==> src/rtl/pio_cmd_sequencer.sv <==
// pio_cmd_sequencer
// Sequences commands from the HPS over the 32-bit PIO pair. Each command is
// either handled internally (NOP, QUERY, illegal opcode) or handed to the
// FPGA-side engine over a valid/ready handshake. The coded response is shown
// on hps_resp with hps_status high until the HPS drops req.
// Optional build macro: PIO_CMD_TIMEOUT_EN adds an engine watchdog that
// aborts a stuck command after TIMEOUT_CYC cycles.
`timescale 1ns/1ps

module pio_cmd_sequencer #(
    parameter logic [7:0] VALID_OP_MASK = 8'b0011_1111,
    parameter int         TIMEOUT_CYC   = 1000000,
    parameter int         CNT_W         = 16
) (
    input  logic        clk,
    input  logic        reset,
    input  logic [31:0] hps_cmd,
    output logic [31:0] hps_resp,
    output logic        hps_status,
    output logic        eng_valid,
    input  logic        eng_ready,
    output logic [2:0]  eng_opcode,
    output logic [27:0] eng_payload,
    input  logic        eng_done,
    input  logic [29:0] eng_result,
    output logic        eng_abort,
    output logic        busy
);

    localparam logic [2:0] OP_NOP       = 3'd0;
    localparam logic [2:0] OP_QUERY     = 3'd6;
    localparam logic [1:0] CODE_OK      = 2'b00;
    localparam logic [1:0] CODE_ILLEGAL = 2'b01;

    typedef enum logic [2:0] {
        IDLE,
        ISSUE,
        WAIT_DONE,
        RESPOND,
        WAIT_ACK
    } state_t;

    state_t           state;
    state_t           next_state;
    logic             armed;
    logic [CNT_W-1:0] counter;
    logic [1:0]       pend_code;
    logic [1:0]       pend_code_next;
    logic [29:0]      pend_result;
    logic [29:0]      pend_result_next;
    logic             latch_cmd;
    logic             load_pend;

    logic             req;
    logic [2:0]       cmd_op;
    logic [27:0]      cmd_payload;
    logic             op_legal;

    assign req         = hps_cmd[31];
    assign cmd_op      = hps_cmd[30:28];
    assign cmd_payload = hps_cmd[27:0];
    assign op_legal    = VALID_OP_MASK[cmd_op] || (cmd_op == OP_NOP) || (cmd_op == OP_QUERY);

`ifdef PIO_CMD_TIMEOUT_EN
    localparam logic [1:0] CODE_TIMEOUT = 2'b10;

    logic [31:0] timer;
    logic        expire;
    logic        complete;

    assign complete = ((state == ISSUE) && eng_ready && eng_done) ||
                      ((state == WAIT_DONE) && eng_done);
`else
    localparam int unused_timeout_cyc = TIMEOUT_CYC;
`endif

    // Next-state decode plus the strobes that load the command and pending response
    always_comb begin
        next_state       = state;
        latch_cmd        = 1'b0;
        load_pend        = 1'b0;
        pend_code_next   = CODE_OK;
        pend_result_next = '0;
`ifdef PIO_CMD_TIMEOUT_EN
        expire           = 1'b0;
`endif
        case (state)
            IDLE: begin
                if (armed && req) begin
                    latch_cmd = 1'b1;
                    if (!op_legal) begin
                        next_state     = RESPOND;
                        load_pend      = 1'b1;
                        pend_code_next = CODE_ILLEGAL;
                    end else if (cmd_op == OP_NOP) begin
                        next_state = RESPOND;
                        load_pend  = 1'b1;
                    end else if (cmd_op == OP_QUERY) begin
                        next_state       = RESPOND;
                        load_pend        = 1'b1;
                        pend_result_next = 30'(counter);
                    end else begin
                        next_state = ISSUE;
                    end
                end
            end
            ISSUE: begin
                if (eng_ready) begin
                    if (eng_done) begin
                        next_state       = RESPOND;
                        load_pend        = 1'b1;
                        pend_result_next = eng_result;
                    end else begin
                        next_state = WAIT_DONE;
                    end
                end
            end
            WAIT_DONE: begin
                if (eng_done) begin
                    next_state       = RESPOND;
                    load_pend        = 1'b1;
                    pend_result_next = eng_result;
                end
            end
            RESPOND: begin
                next_state = WAIT_ACK;
            end
            WAIT_ACK: begin
                if (!req) begin
                    next_state = IDLE;
                end
            end
            default: begin
                next_state = IDLE;
            end
        endcase
`ifdef PIO_CMD_TIMEOUT_EN
        if (((state == ISSUE) || (state == WAIT_DONE)) &&
            (timer == 32'(TIMEOUT_CYC - 1)) && !complete) begin
            expire           = 1'b1;
            next_state       = RESPOND;
            load_pend        = 1'b1;
            pend_code_next   = CODE_TIMEOUT;
            pend_result_next = '0;
        end
`endif
    end

    // State register
    always_ff @(posedge clk or posedge reset) begin
        if (reset) begin
            state <= IDLE;
        end else begin
            state <= next_state;
        end
    end

    // Registered outputs, arming flag, pending response and completed-command counter
    always_ff @(posedge clk or posedge reset) begin
        if (reset) begin
            hps_resp    <= '0;
            hps_status  <= 1'b0;
            eng_valid   <= 1'b0;
            eng_opcode  <= '0;
            eng_payload <= '0;
            busy        <= 1'b0;
            armed       <= 1'b0;
            counter     <= '0;
            pend_code   <= CODE_OK;
            pend_result <= '0;
        end else begin
            if (!req) begin
                armed <= 1'b1;
            end
            if (latch_cmd) begin
                eng_opcode  <= cmd_op;
                eng_payload <= cmd_payload;
            end
            if (load_pend) begin
                pend_code   <= pend_code_next;
                pend_result <= pend_result_next;
            end
            eng_valid <= (next_state == ISSUE);
            busy      <= (next_state != IDLE);
            if (state == RESPOND) begin
                hps_resp   <= {pend_code, pend_result};
                hps_status <= 1'b1;
                if (pend_code == CODE_OK) begin
                    counter <= counter + CNT_W'(1);
                end
            end
            if ((state == WAIT_ACK) && !req) begin
                hps_status <= 1'b0;
            end
        end
    end

`ifdef PIO_CMD_TIMEOUT_EN
    // Engine watchdog timer and the one-cycle abort pulse on expiry
    always_ff @(posedge clk or posedge reset) begin
        if (reset) begin
            timer     <= '0;
            eng_abort <= 1'b0;
        end else begin
            eng_abort <= expire;
            if ((state == IDLE) && (next_state == ISSUE)) begin
                timer <= '0;
            end else if ((state == ISSUE) || (state == WAIT_DONE)) begin
                timer <= timer + 32'd1;
            end
        end
    end
`else
    assign eng_abort = 1'b0;
`endif

endmodule

==> config.mk <==
export PLATFORM = sky130hd
export DESIGN_NAME = pio_cmd_sequencer
export DESIGN_NICKNAME = d
export VERILOG_FILES = /design/src/rtl/pio_cmd_sequencer.sv
export SDC_FILE = /design/constraint.sdc
export NUM_CORES = 1
export LEC_CHECK = 0
export CELL_PAD_IN_SITES_DETAIL_PLACEMENT = 1
export CELL_PAD_IN_SITES_GLOBAL_PLACEMENT = 2
export CORE_MARGIN = 1
export CORE_UTILIZATION = 31
export DETAILED_ROUTE_END_ITERATION = 16
export GPL_TIMING_DRIVEN = 0
export PLACE_DENSITY_LB_ADDON = 0.1
export SYNTH_ARGS = -nofsm -noshare
export SYNTH_HDL_FRONTEND = slang
export SYNTH_SLANG_ARGS = --single-unit
==> constraint.sdc <==
create_clock -name clk -period 3.8 [get_ports clk]
set_input_delay 0.38 -clock clk [delete_from_list [all_inputs] [get_ports clk]]
set_output_delay 0.38 -clock clk [all_outputs]
set_load 0.02 [all_outputs]
==> summary.txt <==
Worst hold path
  • Worst hold path type: in2async

Place
  • GPL Wtd Cong: between 0.6 and 0.7
  • Hpwl dp: approximately 7600 um
  • PortBufs: between 100 and 150
  • Post-place setup slack: around 1.3 ns

Die
  • FP Rows: 44
  • Initial Util: 0.317
  • Core area: about 0.014 mm^2
  • Die area: 0.0153 mm^2
  • Die W: roughly 120 um
  • Top Ports: 133
  • Die H: around 120 um

Power
  • Power per Cell Area: roughly 840 mW/mm^2
  • Switching portion of total power: 0.319
  • IR drop worst, VDD: roughly 0.00038 V
  • Clock share of power: 0.268
  • Seq pwr share: 0.354
  • Comb pwr share: 0.378
  • Leak: 3.09 nW
  • Internal cell power: between 3 and 4 mW
  • Sw power: between 1.5 and 2 mW

Setup path
  • Worst Path Max Fanout: 10
  • Max incr delay on CP: roughly 0.35 ns
  • Worst endpoint data arrival time: ~2.4 ns
  • Critical path's top delay family: buffers and inverters
  • Crit path launch type: flip-flop
  • Kind of critical path: reg2reg
  • Worst Path Buf+Inv: 3
  • Crit path cell chain: clkbuf_2 -> nor3b_2 -> and4b_1 -> clkbuf_1 -> buf_2 -> a22o_1 -> a21o_1
  • FF-to-FF setup slack: ~1.7 ns
  • WP data required: roughly 4.2 ns
  • Worst setup EP type: flip-flop
  • Critical Path Slowest Stage Cell: dfrtp_1

Flow run
  • Max Cap Violations: 0

Timing
  • Max Slew Vio Count: 0
  • Setup tns final: 0 ns
  • Hold Slack: about 0.37 ns
  • Final worst slack: 1.74 ns
  • Least-Margin Pin Slew: 0.588 ns
  • Period utilization: 0.543
  • Setup Viol. Count Final: 0
  • Unrepaired setup endpoints after global routing: no
  • Crit path time final: roughly 2.1 ns
  • Final hold vios: 0
  • Max Fclk: about 480 MHz
  • Skew final: 0.00703 ns
  • Slew margin rel.: 0.608

Detailed routing
  • Routed via count: approximately 3200
  • Final ANT Viol Nets: 0
  • DRC violations left: 0
  • 1st-pass router iterations: 4
  • DR iter-0 viols: 136
  • Routed WL: between 10000 and 15000 um
  • WL/cell: 16.2 um
  • Vias per cell: 4.73

Synthesis
  • Synthesized cell area: roughly 0.0046 mm^2
  • Seq/Total Area, Yosys: 0.632
  • Synth Flop Type: dfrtp_1
  • Number of synthesized flops with an enable pin: 0
  • Ys async rst share: 1.00
  • Ys Warns: 0
  • Synthesized instance count: approximately 320
  • Area leader, netlist: dfrtp_1
  • Synth unique cells: 40
  • Most area-consuming cells after synthesis: dfrtp_1 63%, mux2_2 15%, a22o_1 5.7%
  • Synth Area per Inst: between 10 and 15 um^2
  • FF+latch count, synth: 116
  • Yosys top cell area share: 0.632

Clock tree
  • Clk buf depth: 2
  • H-tree depth: 4
  • Clock Sinks: approximately 120
  • Clk Latency, worst-skew pair: 0.41 ns
  • Root Driver: clkbuf_16
  • Post-CTS Setup Bufs: 0
  • TritonCTS clock tree: done
  • Clock-pin slew on the worst setup and hold paths: approximately 0.05 ns
  • CTS buffer count: 17
  • Cts hold-fix bufs: 0
  • Post-cts sizing count: 0

GRT
  • Largest net degree at the start of global routing: 70
  • First-pass GRT wire length: 17300 um
  • Total track usage: 0.155
  • Vias in the first global route: around 3300
  • Grt total ovfl: 0
  • Initial antenna violation count: 0

Cells and area
  • Share of layout cells above drive strength 1: 0.219
  • Layout area overhead: 46.3%
  • Diodes inserted: 0
  • Net count, final: between 500 and 600
  • Fillcell total: around 1500

Run status
  • Status: finished, final reports clean
## final cells by class
cell class,instances,area [um^2],share of cell area
multi-input cells,183,1590,0.237
inverters,6,27.5,0.00410
flip-flops and latches,116,2900,0.432
clock buffers,20,447,0.0665
plain buffers,17,76.3,0.0114
repair buffers,131,1330,0.198
well taps,184,230,0.0343
clock inverters,12,113,0.0168
## layout by cell type (no fill, tap or decap), drive strengths merged, types with 3 or more instances in the layout
cell             n
clkinv           9
nor2b            4
xor2             9
a22o            30
clkbuf          27
and3             3
nor2             7
a21o            16
nand2            9
nand3            3
dfrtp          116
clkdlybuf4s50  130
nor3             5
mux2            62
xnor2            6
nand4            4
inv              6
buf             11
## worst register-to-register path: cells and delay by family (launching register included)
kind | cells | cell delay [ns]
buffers and inverters | 3 | 0.83
and+or+nand+nor | 2 | 0.55
AOI/OAI and AO/OA | 2 | 0.27
DFF | 1 | 0.35
## cell usage after synthesis (4+ instances only)
library cell	count
buf_1	5
clkbuf_1	6
xor2_1	9
mux2_2	62
nor2b_1	4
nand2_1	9
nor2_1	7
nor3_1	5
nand4_1	4
a21o_1	16
inv_1	6
a22o_1	30
dfrtp_1	116
xnor2_1	6
## per-stage QoR
| step | utilization | cells | cell area, um^2 | total power [mW] |
|---|---|---|---|---|
| after global routing | 0.464 | 669 | 6720 | 5.99 |
| after detailed placement | 0.425 | 637 | 6160 | 4.19 |
| after global placement | 0.423 | 636 | 6130 | 4.12 |
| after floorplan | - | 322 | 4590 | 3.21 |
| after CTS | 0.464 | 669 | 6720 | 5.75 |
| final | 0.464 | 669 | 6720 | 5.64 |
## power by group through the flow
stage | registers [mW] | clock network [mW] | logic (mW)
finish | 2.00 | 1.51 | 2.13
global route | 2.07 | 1.61 | 2.31
detailed placement | 2.02 | 0 | 2.17
CTS | 2.01 | 1.56 | 2.18
global placement | 1.99 | 0 | 2.13
floorplan | 2.36 | 0 | 0.853
## worst paths after layout
path,from,endpoint,depth (start not counted)
worst max-delay path,state[1],pend_result[4],7
worst min-delay path,reset,eng_payload[0],2
worst max register to register,state[1],pend_result[4],7
worst min register to register,armed,armed,1
max in group asynchronous,reset,hps_resp[21],3
min in group clk,armed,armed,1
## routing by layer
layer  wire length (um)  vias up  global-route usage
li1                   -     1456                   -
met1               4740     1608               0.190
met4                163        0              0.0723
met5                  0        -                   0
met2               5160       88               0.235
met3                756       12              0.0659
## flip-flops by register name, summed over array words and instances, names as in the netlist
name and flops:
armed 1, eng_opcode 3, hps_status 1, busy 1, eng_valid 1, hps_resp 31, pend_result 30, pend_code 1
state 3, counter 16, eng_payload 28
## logic make-up (layout without fill, tap and decap cells)
family,count (synthesis),after routing,synth area share
adders and majority gates,1,1,0.00273
AOI/OAI and AO/OA,55,55,0.0968
DFF,116,116,0.632
muxes,62,62,0.152
and+or+nand+nor,48,48,0.0651
other,1,2,0.000817
xor gates and xnor gates,15,15,0.0286
buffers and inverters,23,186,0.0215
Note: power is estimated with default switching activity, not from simulation.
